File: config.mk
export PLATFORM = sky130hd
export DESIGN_NAME = alu_sequencer
export DESIGN_NICKNAME = d
export VERILOG_FILES = /design/src/rtl/alu_sequencer.sv
export SDC_FILE = /design/constraint.sdc
export NUM_CORES = 1
export LEC_CHECK = 0
export CORE_UTILIZATION = 47
export CTS_CLUSTER_DIAMETER = 150
export DETAILED_ROUTE_END_ITERATION = 8
export GPL_TIMING_DRIVEN = 1
export PLACE_DENSITY = 0.8
export SYNTH_ARGS = -nofsm -noshare
export SYNTH_HDL_FRONTEND = slang
export SYNTH_SLANG_ARGS = --single-unit
File: constraint.sdc
create_clock -name clk -period 1.73 [get_ports clk]
set_input_delay 0.2595 -clock clk [delete_from_list [all_inputs] [get_ports clk]]
set_output_delay 0.2595 -clock clk [all_outputs]
set_load 0.05 [all_outputs]
File: src/rtl/alu_sequencer.sv
// alu_sequencer: runs one external-ALU operation per accepted start.
// An accepted start latches func/dest. SETUP holds the operands steady for
// SETTLE_CYCLES cycles. CAPTURE samples the ALU result and flags into holding
// registers. WRITE pulses done and commits the result to reg_a or reg_d and
// to cond_*. func 111 (NOP) walks the same sequence but commits nothing.
//
// Ports:
//   clk, reset_n                   clock, synchronous active-low reset
//   bus_in, load_b, load_c         operand loads (honoured only in idle, no start)
//   start, func, dest, ready       operation request / handshake
//   alu_b, alu_c, alu_func         operands and function code driven to the ALU
//   alu_result, alu_sign,
//   alu_carry, alu_zero            ALU outputs
//   reg_a, reg_d                   destination registers
//   cond_sign, cond_carry,
//   cond_zero                      condition register
//   done                           one-cycle completion pulse
//   load_err                       sticky busy-load error
//
// Build option: define ALU_SEQ_LOAD_ERR_EN to enable busy-load error detection;
// otherwise load_err is tied to 0.
module alu_sequencer #(
    parameter int unsigned SETTLE_CYCLES = 2
) (
    input  logic       clk,
    input  logic       reset_n,
    input  logic [7:0] bus_in,
    input  logic       load_b,
    input  logic       load_c,
    input  logic       start,
    input  logic [2:0] func,
    input  logic       dest,
    output logic       ready,
    output logic [7:0] alu_b,
    output logic [7:0] alu_c,
    output logic [2:0] alu_func,
    input  logic [7:0] alu_result,
    input  logic       alu_sign,
    input  logic       alu_carry,
    input  logic       alu_zero,
    output logic [7:0] reg_a,
    output logic [7:0] reg_d,
    output logic       cond_sign,
    output logic       cond_carry,
    output logic       cond_zero,
    output logic       done,
    output logic       load_err
);

    localparam logic [2:0] FuncNop = 3'b111;
    localparam logic [3:0] SetupLast = 4'(SETTLE_CYCLES - 1);

    typedef enum logic [1:0] {StIdle, StSetup, StCapture, StWrite} state_e;

    state_e     state_q, state_d;
    logic [3:0] cnt_q, cnt_d;
    logic [7:0] b_q, b_d, c_q, c_d;
    logic [2:0] func_q, func_d;
    logic       dest_q, dest_d;
    logic [7:0] hres_q, hres_d;
    logic       hsign_q, hsign_d, hcarry_q, hcarry_d, hzero_q, hzero_d;
    logic [7:0] a_q, a_d, d_q, d_d;
    logic       csign_q, csign_d, ccarry_q, ccarry_d, czero_q, czero_d;

    logic idle, accept, load_ok;

    assign idle    = (state_q == StIdle);
    assign accept  = idle & start;
    // Loads only land in idle cycles that do not also launch an operation.
    assign load_ok = idle & ~start;

    always_comb begin
        state_d  = state_q;
        cnt_d    = cnt_q;
        b_d      = b_q;
        c_d      = c_q;
        func_d   = func_q;
        dest_d   = dest_q;
        hres_d   = hres_q;
        hsign_d  = hsign_q;
        hcarry_d = hcarry_q;
        hzero_d  = hzero_q;
        a_d      = a_q;
        d_d      = d_q;
        csign_d  = csign_q;
        ccarry_d = ccarry_q;
        czero_d  = czero_q;

        if (load_ok && load_b) b_d = bus_in;
        if (load_ok && load_c) c_d = bus_in;

        unique case (state_q)
            StIdle: begin
                if (accept) begin
                    func_d  = func;
                    dest_d  = dest;
                    cnt_d   = 4'd0;
                    state_d = StSetup;
                end
            end
            StSetup: begin
                if (cnt_q == SetupLast) begin
                    cnt_d   = 4'd0;
                    state_d = StCapture;
                end else begin
                    cnt_d = cnt_q + 4'd1;
                end
            end
            StCapture: begin
                hres_d   = alu_result;
                hsign_d  = alu_sign;
                hcarry_d = alu_carry;
                hzero_d  = alu_zero;
                state_d  = StWrite;
            end
            StWrite: begin
                if (func_q != FuncNop) begin
                    if (dest_q) d_d = hres_q;
                    else        a_d = hres_q;
                    csign_d  = hsign_q;
                    ccarry_d = hcarry_q;
                    czero_d  = hzero_q;
                end
                state_d = StIdle;
            end
            default: state_d = StIdle;
        endcase
    end

    always_ff @(posedge clk) begin
        if (!reset_n) begin
            state_q  <= StIdle;
            cnt_q    <= 4'd0;
            b_q      <= 8'd0;
            c_q      <= 8'd0;
            func_q   <= FuncNop;
            dest_q   <= 1'b0;
            hres_q   <= 8'd0;
            hsign_q  <= 1'b0;
            hcarry_q <= 1'b0;
            hzero_q  <= 1'b0;
            a_q      <= 8'd0;
            d_q      <= 8'd0;
            csign_q  <= 1'b0;
            ccarry_q <= 1'b0;
            czero_q  <= 1'b0;
        end else begin
            state_q  <= state_d;
            cnt_q    <= cnt_d;
            b_q      <= b_d;
            c_q      <= c_d;
            func_q   <= func_d;
            dest_q   <= dest_d;
            hres_q   <= hres_d;
            hsign_q  <= hsign_d;
            hcarry_q <= hcarry_d;
            hzero_q  <= hzero_d;
            a_q      <= a_d;
            d_q      <= d_d;
            csign_q  <= csign_d;
            ccarry_q <= ccarry_d;
            czero_q  <= czero_d;
        end
    end

`ifdef ALU_SEQ_LOAD_ERR_EN
    logic err_q, err_d;

    always_comb begin
        err_d = err_q | ((load_b | load_c) & ~load_ok);
    end

    always_ff @(posedge clk) begin
        if (!reset_n) err_q <= 1'b0;
        else          err_q <= err_d;
    end

    assign load_err = err_q;
`else
    assign load_err = 1'b0;
`endif

    assign ready      = idle;
    assign done       = (state_q == StWrite);
    assign alu_b      = b_q;
    assign alu_c      = c_q;
    assign alu_func   = func_q;
    assign reg_a      = a_q;
    assign reg_d      = d_q;
    assign cond_sign  = csign_q;
    assign cond_carry = ccarry_q;
    assign cond_zero  = czero_q;

endmodule

==> impl_metrics.ini <==
[outcome]
status = finished clean

[place]
dp_slack_ns = 0.249
dp_hpwl_um = 3410
placed_area_um2 = 3040
port_buffers = 67
gp_congestion = 0.693

[critical_path]
startpoint_type = flip-flop
endpoint_kind = output port
critPathTopFamily = buffers and inverters
cp_cell_sequence = clkdlybuf4s50_1
reg2reg_slack_ns = 0.26
setup.worst_path.start = alu_c[5]
reg2reg_from = cnt_q[0]
crit_buf_inv = 1
arrival_ns = 1.44
worst_ep_required_time_ns = 1.47
slowest_stage = clkdlybuf4s50_1
crit_path_max_incr_delay_ns = 0.80
crit_fanout = 2
crit_type = flip-flop to output port

[clocking]
ctsHoldBuffers = 0
clock_latency_ns = 0.29
cts_tree = yes
path_clk_slew_ns = 0.10
cts_buffers = 5
htree_num_levels = 2
clk_path_buf_depth = 2
clkSinkCount = 56
post_cts.repair.setup_buffers = 0
cts_root_buf = clkbuf_8
post_cts_resized = 0

[floorplan]
die_x_um = 72.5
start_util_pct = 49.1
die_area_um2 = 5250
die_h_um = 72.5
core_area_um2 = 4750
num_rows = 25
pin_count = 69

[route]
wire_per_inst_um = 12.5
via_per_inst = 4.83
vias = 1786
antenna_left = 0
drc_errors = 0
initialDrtViolationCount = 47
totalWireLength_um = 4620
dr.pass1.iters = 4

[flow_run]
drv_cap = 0

[finish]
stdcell_area_um2 = 3150
num_antenna_cells = 0
n_fill_cell = 407
nNetsFinal = 337
syn2layout_area_growth_pct = 35.0
layout-drive-gt1-share_pct = 17.2

[pwr]
cellPowerDensity_nw_per_um2 = 1140
power.leakage_uw = 0.00151
peakVddDrop_uv = 666

[sta]
worstMarginPinSlew_ns = 0.528
tns_ns = 0
setup_viol = 0
skew_ns = 0.00543
period_share_pct = 98.2
fin_ws_ns = 0.0305
slew_viol_final = 0
min_period_ns = 1.70
slew_headroom_pct = 64.7
max_freq_mhz = 588
rsz0062_at_grt = no
hold_viol_final = 0

[synth]
synth_cell_types = 25
synth.cell_area_um2 = 2330
yosysWarnings = 0
syn_area_per_cell_um2 = 10.0
syn_nets = 268
ys_ff_latch = 56
synth.yosys.seq_area_share_pct = 48.0
synth_cells = 233

[min_path]
hold_path.class = primary input to flip-flop
min-delay-start = reset_n

[grt]
grt_pass1_vias = 1735
grt_usage_pct = 18.8
grt_antenna_before_repair = 0
grt-ovfl-total = 0
grt_pass1_wl_um = 7870
grt_max_degree = 23
## registers in the layout, summed over array words and instances, names as in the netlist
name and flops:
cond_sign 1, alu_c 8, hres_q 8, cnt_q 4, reg_a 8, reg_d 8
alu_func 3, hzero_q 1, dest_q 1, hcarry_q 1, cond_zero 1, hsign_q 1
cond_carry 1, alu_b 8, state_q 2
## stage by stage
| stage | util, % | power (µW) | hold slack, ns | cells |
|---|---|---|---|---|
| floorplan | - | 2480 | 0.408 | 233 |
| global placement | 63.9 | 2890 | 0.445 | 362 |
| detailed placement | 63.9 | 2900 | 0.448 | 362 |
| CTS | 65.9 | 3620 | 0.372 | 370 |
| global route | 66.3 | 3790 | 0.389 | 370 |
| finish | 66.3 | 3600 | 0.366 | 370 |
## path summary, 6_finish.rpt
kind	to	cells after the start
max	alu_c[5]	1
min	alu_b[0]	2
max reg2reg	state_q[0]	4
min reg2reg	reg_d[6]	2
## cell usage after synthesis
cell | instances | share of area [%]
a21boi_4 | 1 | 0.80
o31ai_1 | 1 | 0.32
buf_4 | 3 | 0.96
nand4b_1 | 1 | 0.38
nand3_1 | 12 | 2.6
ha_1 | 7 | 3.8
inv_1 | 5 | 0.80
nand4_1 | 1 | 0.27
a21oi_1 | 1 | 0.21
nand3b_1 | 5 | 1.6
mux2i_1 | 49 | 21
or3b_4 | 1 | 0.48
a21boi_0 | 2 | 0.64
o21ai_0 | 1 | 0.21
dfxtp_1 | 56 | 48
buf_2 | 7 | 1.5
nor2b_1 | 27 | 7.2
o211ai_1 | 1 | 0.32
conb_1 | 1 | 0.16
clkbuf_1 | 6 | 0.96
and3_1 | 1 | 0.27
nand2b_1 | 1 | 0.27
o22ai_1 | 1 | 0.27
or3b_1 | 1 | 0.38
nand2_1 | 41 | 6.6
## metal layers
layer | part of all wire, % | global-route usage (%)
met1 | 47 | 24.6
met2 | 48 | 30.4
met3 | 5.2 | 5.28
met4 | 0.54 | 5.23
met5 | 0 | 0
## area by class of cell
class,count,area [µm²],area share (%)
well taps,67,83.8,2.66
repair buffers,78,718,22.8
flip-flops and latches,56,1120,35.6
multi-input cells,156,1120,35.4
inverters,5,18.8,0.595
clock inverters,1,7.51,0.238
clock buffers,7,86.3,2.74
## layout by cell type (no fill, tap or decap), types with 2 or more instances in the layout
cell / count
a21boi_0: 2
buf_12: 2
buf_4: 39
clkbuf_8: 6
clkdlybuf4s50_1: 28
dfxtp_1: 56
dlymetal6s2s_1: 8
ha_1: 6
inv_1: 5
mux2i_1: 49
nand2_1: 41
nand3_1: 12
nand3b_1: 5
nor2b_1: 27
## cell families (layout without fill, tap and decap cells)
logic type / Yosys count / after routing / synth area share (%)
flops: 56 / 56 / 48.0
other cells: 1 / 1 / 0.161
buf+inv: 21 / 91 / 4.23
fa+ha+maj: 7 / 7 / 3.75
simple gates: 91 / 91 / 20.0
mux: 49 / 49 / 21.0
compound gates: 8 / 8 / 2.79
## where the power goes
part | total [µW] | switching (µW) | leakage (µW) | internal [µW]
Sequential | 1530 | 96.0 | 0.000454 | 1430
Combinational | 1340 | 762 | 0.00101 | 579
Clock | 728 | 402 | 0.0000445 | 326
No activity file was read; power rests on OpenSTA's default activity.
